`config.mk`:
```
export PLATFORM = sky130hd
export DESIGN_NAME = round_key_store
export DESIGN_NICKNAME = d
export VERILOG_FILES = /design/src/rtl/round_key_store_pkg.sv /design/src/rtl/round_key_store_key_ram.sv /design/src/rtl/round_key_store.sv
export SDC_FILE = /design/constraint.sdc
export NUM_CORES = 2
export LEC_CHECK = 0
export BUFFER_PORTS_ARGS = -buffer_cell sky130_fd_sc_hd__buf_2
export CAP_MARGIN = 15
export CORE_MARGIN = 3
export CORE_UTILIZATION = 40
export CTS_CLUSTER_SIZE = 24
export DETAILED_ROUTE_END_ITERATION = 7
export GPL_TIMING_DRIVEN = 0
export PLACE_DENSITY = 0.56
export SLEW_MARGIN = 25
export SYNTH_ARGS = -nofsm -noshare
export SYNTH_HDL_FRONTEND = slang
export SYNTH_SLANG_ARGS = --single-unit
```
`constraint.sdc`:
```
create_clock -name Clock -period 5.65 [get_ports Clock]
set_input_delay 1.13 -clock Clock [delete_from_list [all_inputs] [get_ports Clock]]
set_output_delay 1.13 -clock Clock [all_outputs]
set_load 0.01 [all_outputs]
```
`src/rtl/round_key_store_pkg.sv`:
```
// rtl/round_key_store_pkg.sv - shared types and constants for the round-key store
package round_key_store_pkg;

    typedef enum logic {
        ST_IDLE = 1'b0,
        ST_RUN  = 1'b1
    } state_t;

    localparam int DEF_DATA_W = 128;
    localparam int DEF_ADDR_W = 4;

    localparam logic DIR_FWD = 1'b0;
    localparam logic DIR_REV = 1'b1;

endpackage

```
`src/rtl/round_key_store_key_ram.sv`:
```
// rtl/round_key_store_key_ram.sv - key array, one write port, registered read port
module round_key_store_key_ram
    import round_key_store_pkg::*;
#(
    parameter int DATA_W = DEF_DATA_W,
    parameter int ADDR_W = DEF_ADDR_W
) (
    input  logic              clk,
    input  logic              rst,
    input  logic              we,
    input  logic [ADDR_W-1:0] waddr,
    input  logic [DATA_W-1:0] wdata,
    input  logic              re,
    input  logic [ADDR_W-1:0] raddr,
    output logic [DATA_W-1:0] rdata
);

    logic [DATA_W-1:0] mem [2**ADDR_W];

    // Array is never reset: contents must survive a mid-stream reset.
    always_ff @(posedge clk) begin
        if (we) begin
            mem[waddr] <= wdata;
        end
    end

    // Same-edge read of a written address sees the old word.
    always_ff @(posedge clk or posedge rst) begin
        if (rst) begin
            rdata <= '0;
        end else if (re) begin
            rdata <= mem[raddr];
        end
    end

endmodule

```
`src/rtl/round_key_store.sv`:
```
// rtl/round_key_store.sv - round-key memory with forward/reverse streaming sequencer
module round_key_store
    import round_key_store_pkg::*;
#(
    parameter int DATA_W = DEF_DATA_W,
    parameter int ADDR_W = DEF_ADDR_W
) (
    input  logic              Clock,
    input  logic              Reset,
    input  logic              WrEn,
    input  logic [ADDR_W-1:0] WrAddr,
    input  logic [DATA_W-1:0] WrData,
    input  logic              Start,
    input  logic              Reverse,
    input  logic [ADDR_W-1:0] LastAddr,
    input  logic              Abort,
    output logic              KeyValid,
    input  logic              KeyReady,
    output logic [DATA_W-1:0] KeyData,
    output logic [ADDR_W-1:0] KeyIndex,
    output logic              Busy,
    output logic              Done
);

    state_t            state;
    logic              rev_q;
    logic [ADDR_W-1:0] last_q;

    logic              xfer;
    logic              is_last;
    logic [ADDR_W-1:0] first_addr;
    logic [ADDR_W-1:0] next_addr;
    logic              rd_en;
    logic [ADDR_W-1:0] rd_addr;

    assign xfer       = KeyValid & KeyReady;
    assign is_last    = (rev_q == DIR_REV) ? (KeyIndex == '0) : (KeyIndex == last_q);
    assign first_addr = (Reverse == DIR_FWD) ? '0 : LastAddr;
    assign next_addr  = (rev_q == DIR_REV) ? (KeyIndex - ADDR_W'(1)) : (KeyIndex + ADDR_W'(1));

    // The read port fetches exactly when KeyIndex advances, so KeyData tracks it.
    always_comb begin
        rd_en   = 1'b0;
        rd_addr = next_addr;
        if (state == ST_IDLE) begin
            rd_addr = first_addr;
            rd_en   = Start;
        end else begin
            rd_en = ~Abort & xfer & ~is_last;
        end
    end

    round_key_store_key_ram #(
        .DATA_W (DATA_W),
        .ADDR_W (ADDR_W)
    ) key_ram (
        .clk   (Clock),
        .rst   (Reset),
        .we    (WrEn),
        .waddr (WrAddr),
        .wdata (WrData),
        .re    (rd_en),
        .raddr (rd_addr),
        .rdata (KeyData)
    );

    always_ff @(posedge Clock or posedge Reset) begin
        if (Reset) begin
            state    <= ST_IDLE;
            rev_q    <= DIR_FWD;
            last_q   <= '0;
            KeyValid <= 1'b0;
            KeyIndex <= '0;
            Done     <= 1'b0;
        end else begin
            Done <= 1'b0;
            if (state == ST_IDLE) begin
                if (Start) begin
                    state    <= ST_RUN;
                    rev_q    <= Reverse;
                    last_q   <= LastAddr;
                    KeyIndex <= first_addr;
                    KeyValid <= 1'b1;
                end
            end else begin
                // Abort outranks a transfer on the same edge and never raises Done.
                if (Abort) begin
                    state    <= ST_IDLE;
                    KeyValid <= 1'b0;
                end else if (xfer) begin
                    if (is_last) begin
                        state    <= ST_IDLE;
                        KeyValid <= 1'b0;
                        Done     <= 1'b1;
                    end else begin
                        KeyIndex <= next_addr;
                    end
                end
            end
        end
    end

    assign Busy = (state == ST_RUN);

endmodule

```
==> metrics.md <==
| Metric | Value |
|---|---|
| Status | `finished, final reports clean` |
| Rows | `168` |
| Post-Syn Instances | `5845` |
| Synthesis Warnings | `0` |
| DRC viols | `0` |
| Wire per inst | `26.2 um` |
| Logic gate share of total power | `31.3%` |
| Minimum clock period | `4.38 ns` |
| Max-slew headroom | `32.6%` |
| I/O Buffers | `277` |
| Largest net degree at the start of global routing | `59` |
| H-tree depth | `4` |
| Most common cell in the netlist | `edfxtp_1` |
| Switch share | `36.1%` |
| Area post-placement | `92800 um^2` |
| Layout cells sized above 1 | `15.6%` |
| Dpl cells | `9073` |
| Seq/Total Area, Yosys | `76.7%` |
| DRT antenna net count | `0` |
| TritonCTS buffer count | `221` |
| Critical path peak fanout | `10` |
| Core ar. | `210000 um^2` |
| CP startpoint kind | `register` |
| Final period utilization | `77.6%` |
| Post-DP HPWL | `171 mm` |
| Data required time of the critical path | `6.39 ns` |
| Root Buffer | `clkbuf_16` |
| Vias per std cell | `5.57` |
| Most instantiated cells after synthesis | `edfxtp_1, nand2_1, nand3_1, clkbuf_1` |
| Worst Setup Path Type | `register to register` |
| Peak supply drop | `0.366 mV` |
| Hold Buf Count CTS | `0` |
| Die Area | `217000 um^2` |
| Sw power | `17500 uW` |
| Remaining Overflow, GRT | `0` |
| Utilization after layout | `47.5%` |
| Pre-CTS WS | `0.808 ns` |
| Final WS setup | `1.27 ns` |
| Post-cts resize count | `0` |
| DR vias | `52900` |
| CTS tree | `built` |
| Hold violation count in the final report | `0` |
| RSZ-0062 raised after global routing | `false` |
| CTS clk-pin slew, worst paths | `0.06 ns` |
| First-pass GRT wire length | `363 mm` |
| Synth Flop Type | `edfxtp_1` |
| Sequential share of power | `39.5%` |
| Distinct cells, synth | `43` |
| Initial Util | `40.3%` |
| Clock Skews | `0.0768 ns` |
| Fin. max-slew vios | `0` |
| Clock Latency Late Sink | `0.88 ns` |
| Initial DRC Count | `5010` |
| Final setup violation count | `0` |
| Final #Nets | `6637` |
| Post-synth EDFFs | `2048` |
| Die X-Extent | `466 um` |
| Final Instance Count excl. Fillers | `9504` |
| #FFs+latches synth | `2188` |
| Cell internal pwr | `31000 uW` |
| Maximum clock path buffer count | `3` |
| Worst Setup End Kind | `register` |
| Pleak | `0.0341 uW` |
| DRT Pass-1 Iters | `7` |
| Post-CTS setup buffers | `0` |
| Final instance area | `99900 um^2` |
| Mean Syn Cell Area | `14.5 um^2` |
| Syn_nets | `5991` |
| Power Density | `485 nW/um^2` |
| I/O pin cnt | `278` |
| Vias in the first global route | `52400` |
| Synth area leaders | `edfxtp_1, nand2_1, dfrtp_1` |
| Crit path DAT | `5.13 ns` |
| Clock share of power | `29.2%` |
| Worst slew pin tran | `1.01 ns` |
| Die Height | `466 um` |
| Clk sinks | `2188` |
| GPL Wtd Cong | `0.794` |
| Area Overhead vs Synth | `17.8%` |
| Synth Cell Area | `84800 um^2` |
| Initial antenna violation count | `38` |
| Post-synth top area share | `72.6%` |
| Yosys top cell by area | `edfxtp_1` |
| Worst hold path class | `primary input to asynchronous set/reset pin` |
| Post-synth ARST share | `6.40%` |
| Fillers | `18300` |
| Max Cap Viol | `0` |
| F_max | `228 MHz` |
| GRT Total Usage | `22.6%` |
| Total Routed Length | `249 mm` |
[critical path: stages (launching register included)]
cell	delay, ns
dfrtp_1	0.52
fa_1	0.55
nand2_1	0.09
clkbuf_2	0.40
nand2_2	0.22
buf_2	0.55
buf_2	0.71
buf_1	0.53
a31oi_1	0.15
a22oi_1	0.37
a211oi_2	0.12
[metal layers]
layer	track usage [%]	share of wire [%]	vias up
met1	31.2	42	27100
met4	7.98	3.3	6
li1	-	-	23500
met2	36.8	48	1882
met3	3.18	6.3	393
met5	0	0.011	-
[cell usage in the layout (no fill, tap or decap), types with 32 or more instances in the layout]
cell type	netlist	layout
a211oi_1	165	165
a22oi_1	90	90
a2bb2oi_1	38	38
a311oi_1	180	180
a31oi_1	180	180
and3_1	91	91
buf_1	32	32
buf_12	0	37
buf_16	0	59
buf_2	163	440
buf_6	13	40
clkbuf_1	194	277
clkbuf_16	0	222
dfrtp_1	140	140
edfxtp_1	2048	2048
mux2i_1	39	39
mux4_2	76	76
nand2_1	1569	1569
nand3_1	554	554
nand4_1	78	78
nor2_1	110	97
[kinds of logic after synthesis]
kind of cell | synth area share [%]
simple gates | 12.1
fa+ha+maj | 0.0531
buf+inv | 2.28
xor+xnor | 0.0620
compound gates | 6.23
flops | 76.7
mux | 2.53
[path summary, 6_finish.rpt]
check                                  from  slack, ns  cells past startpoint            endpoint
setup / recovery                      rev_q       1.27                     10  key_ram.rdata[105]
hold / removal                        Reset       0.26                      2   key_ram.rdata[92]
setup reg to reg                      rev_q       1.27                     10  key_ram.rdata[105]
hold reg to reg            key_ram.rdata[8]       0.51                      2    key_ram.rdata[8]
max in group asynchronous             Reset       4.56                      3   key_ram.rdata[55]
min in group Clock         key_ram.rdata[8]       0.51                      2    key_ram.rdata[8]
[per-stage QoR]
| step | TNS, ns | total power (uW) | hold WS, ns |
|---|---|---|---|
| finish | 0 | 48400 | 0.261 |
| global route | 0 | 50600 | 0.243 |
| CTS | 0 | 48800 | 0.229 |
| detailed placement | 0 | 34700 | 0.503 |
| global placement | - | 34500 | 0.501 |
| floorplan | -2872.84 | 28200 | 0.501 |
[registers in the layout (all words and copies together), names as in the netlist]
name / flops
KeyValid: 1
last_q: 4
key_ram.mem: 2048
key_ram.rdata: 128
Done: 1
KeyIndex: 4
Busy: 1
rev_q: 1
[power groups by stage]
| stage | Clock (uW) | Sequential (uW) | Combinational (uW) |
|---|---|---|---|
| after floorplan | 0 | 19400 | 8720 |
| after global placement | 0 | 19500 | 15000 |
| after detailed placement | 0 | 19500 | 15300 |
| after CTS | 14300 | 19100 | 15300 |
| after global routing | 15000 | 19200 | 16400 |
| final | 14100 | 19100 | 15200 |
[layout make-up]
class	count	area [um^2]	area share (%)
flip-flops and latches	2188	65000	65.1
multi-input cells	3236	18000	18.0
clock buffers	337	6300	6.31
repair buffers	423	4400	4.41
well taps	2805	3510	3.51
plain buffers	416	1920	1.92
clock inverters	78	713	0.714
diodes	16	40.0	0.0401
inverters	5	26.3	0.0263
No activity file was read; power rests on OpenSTA's default activity.
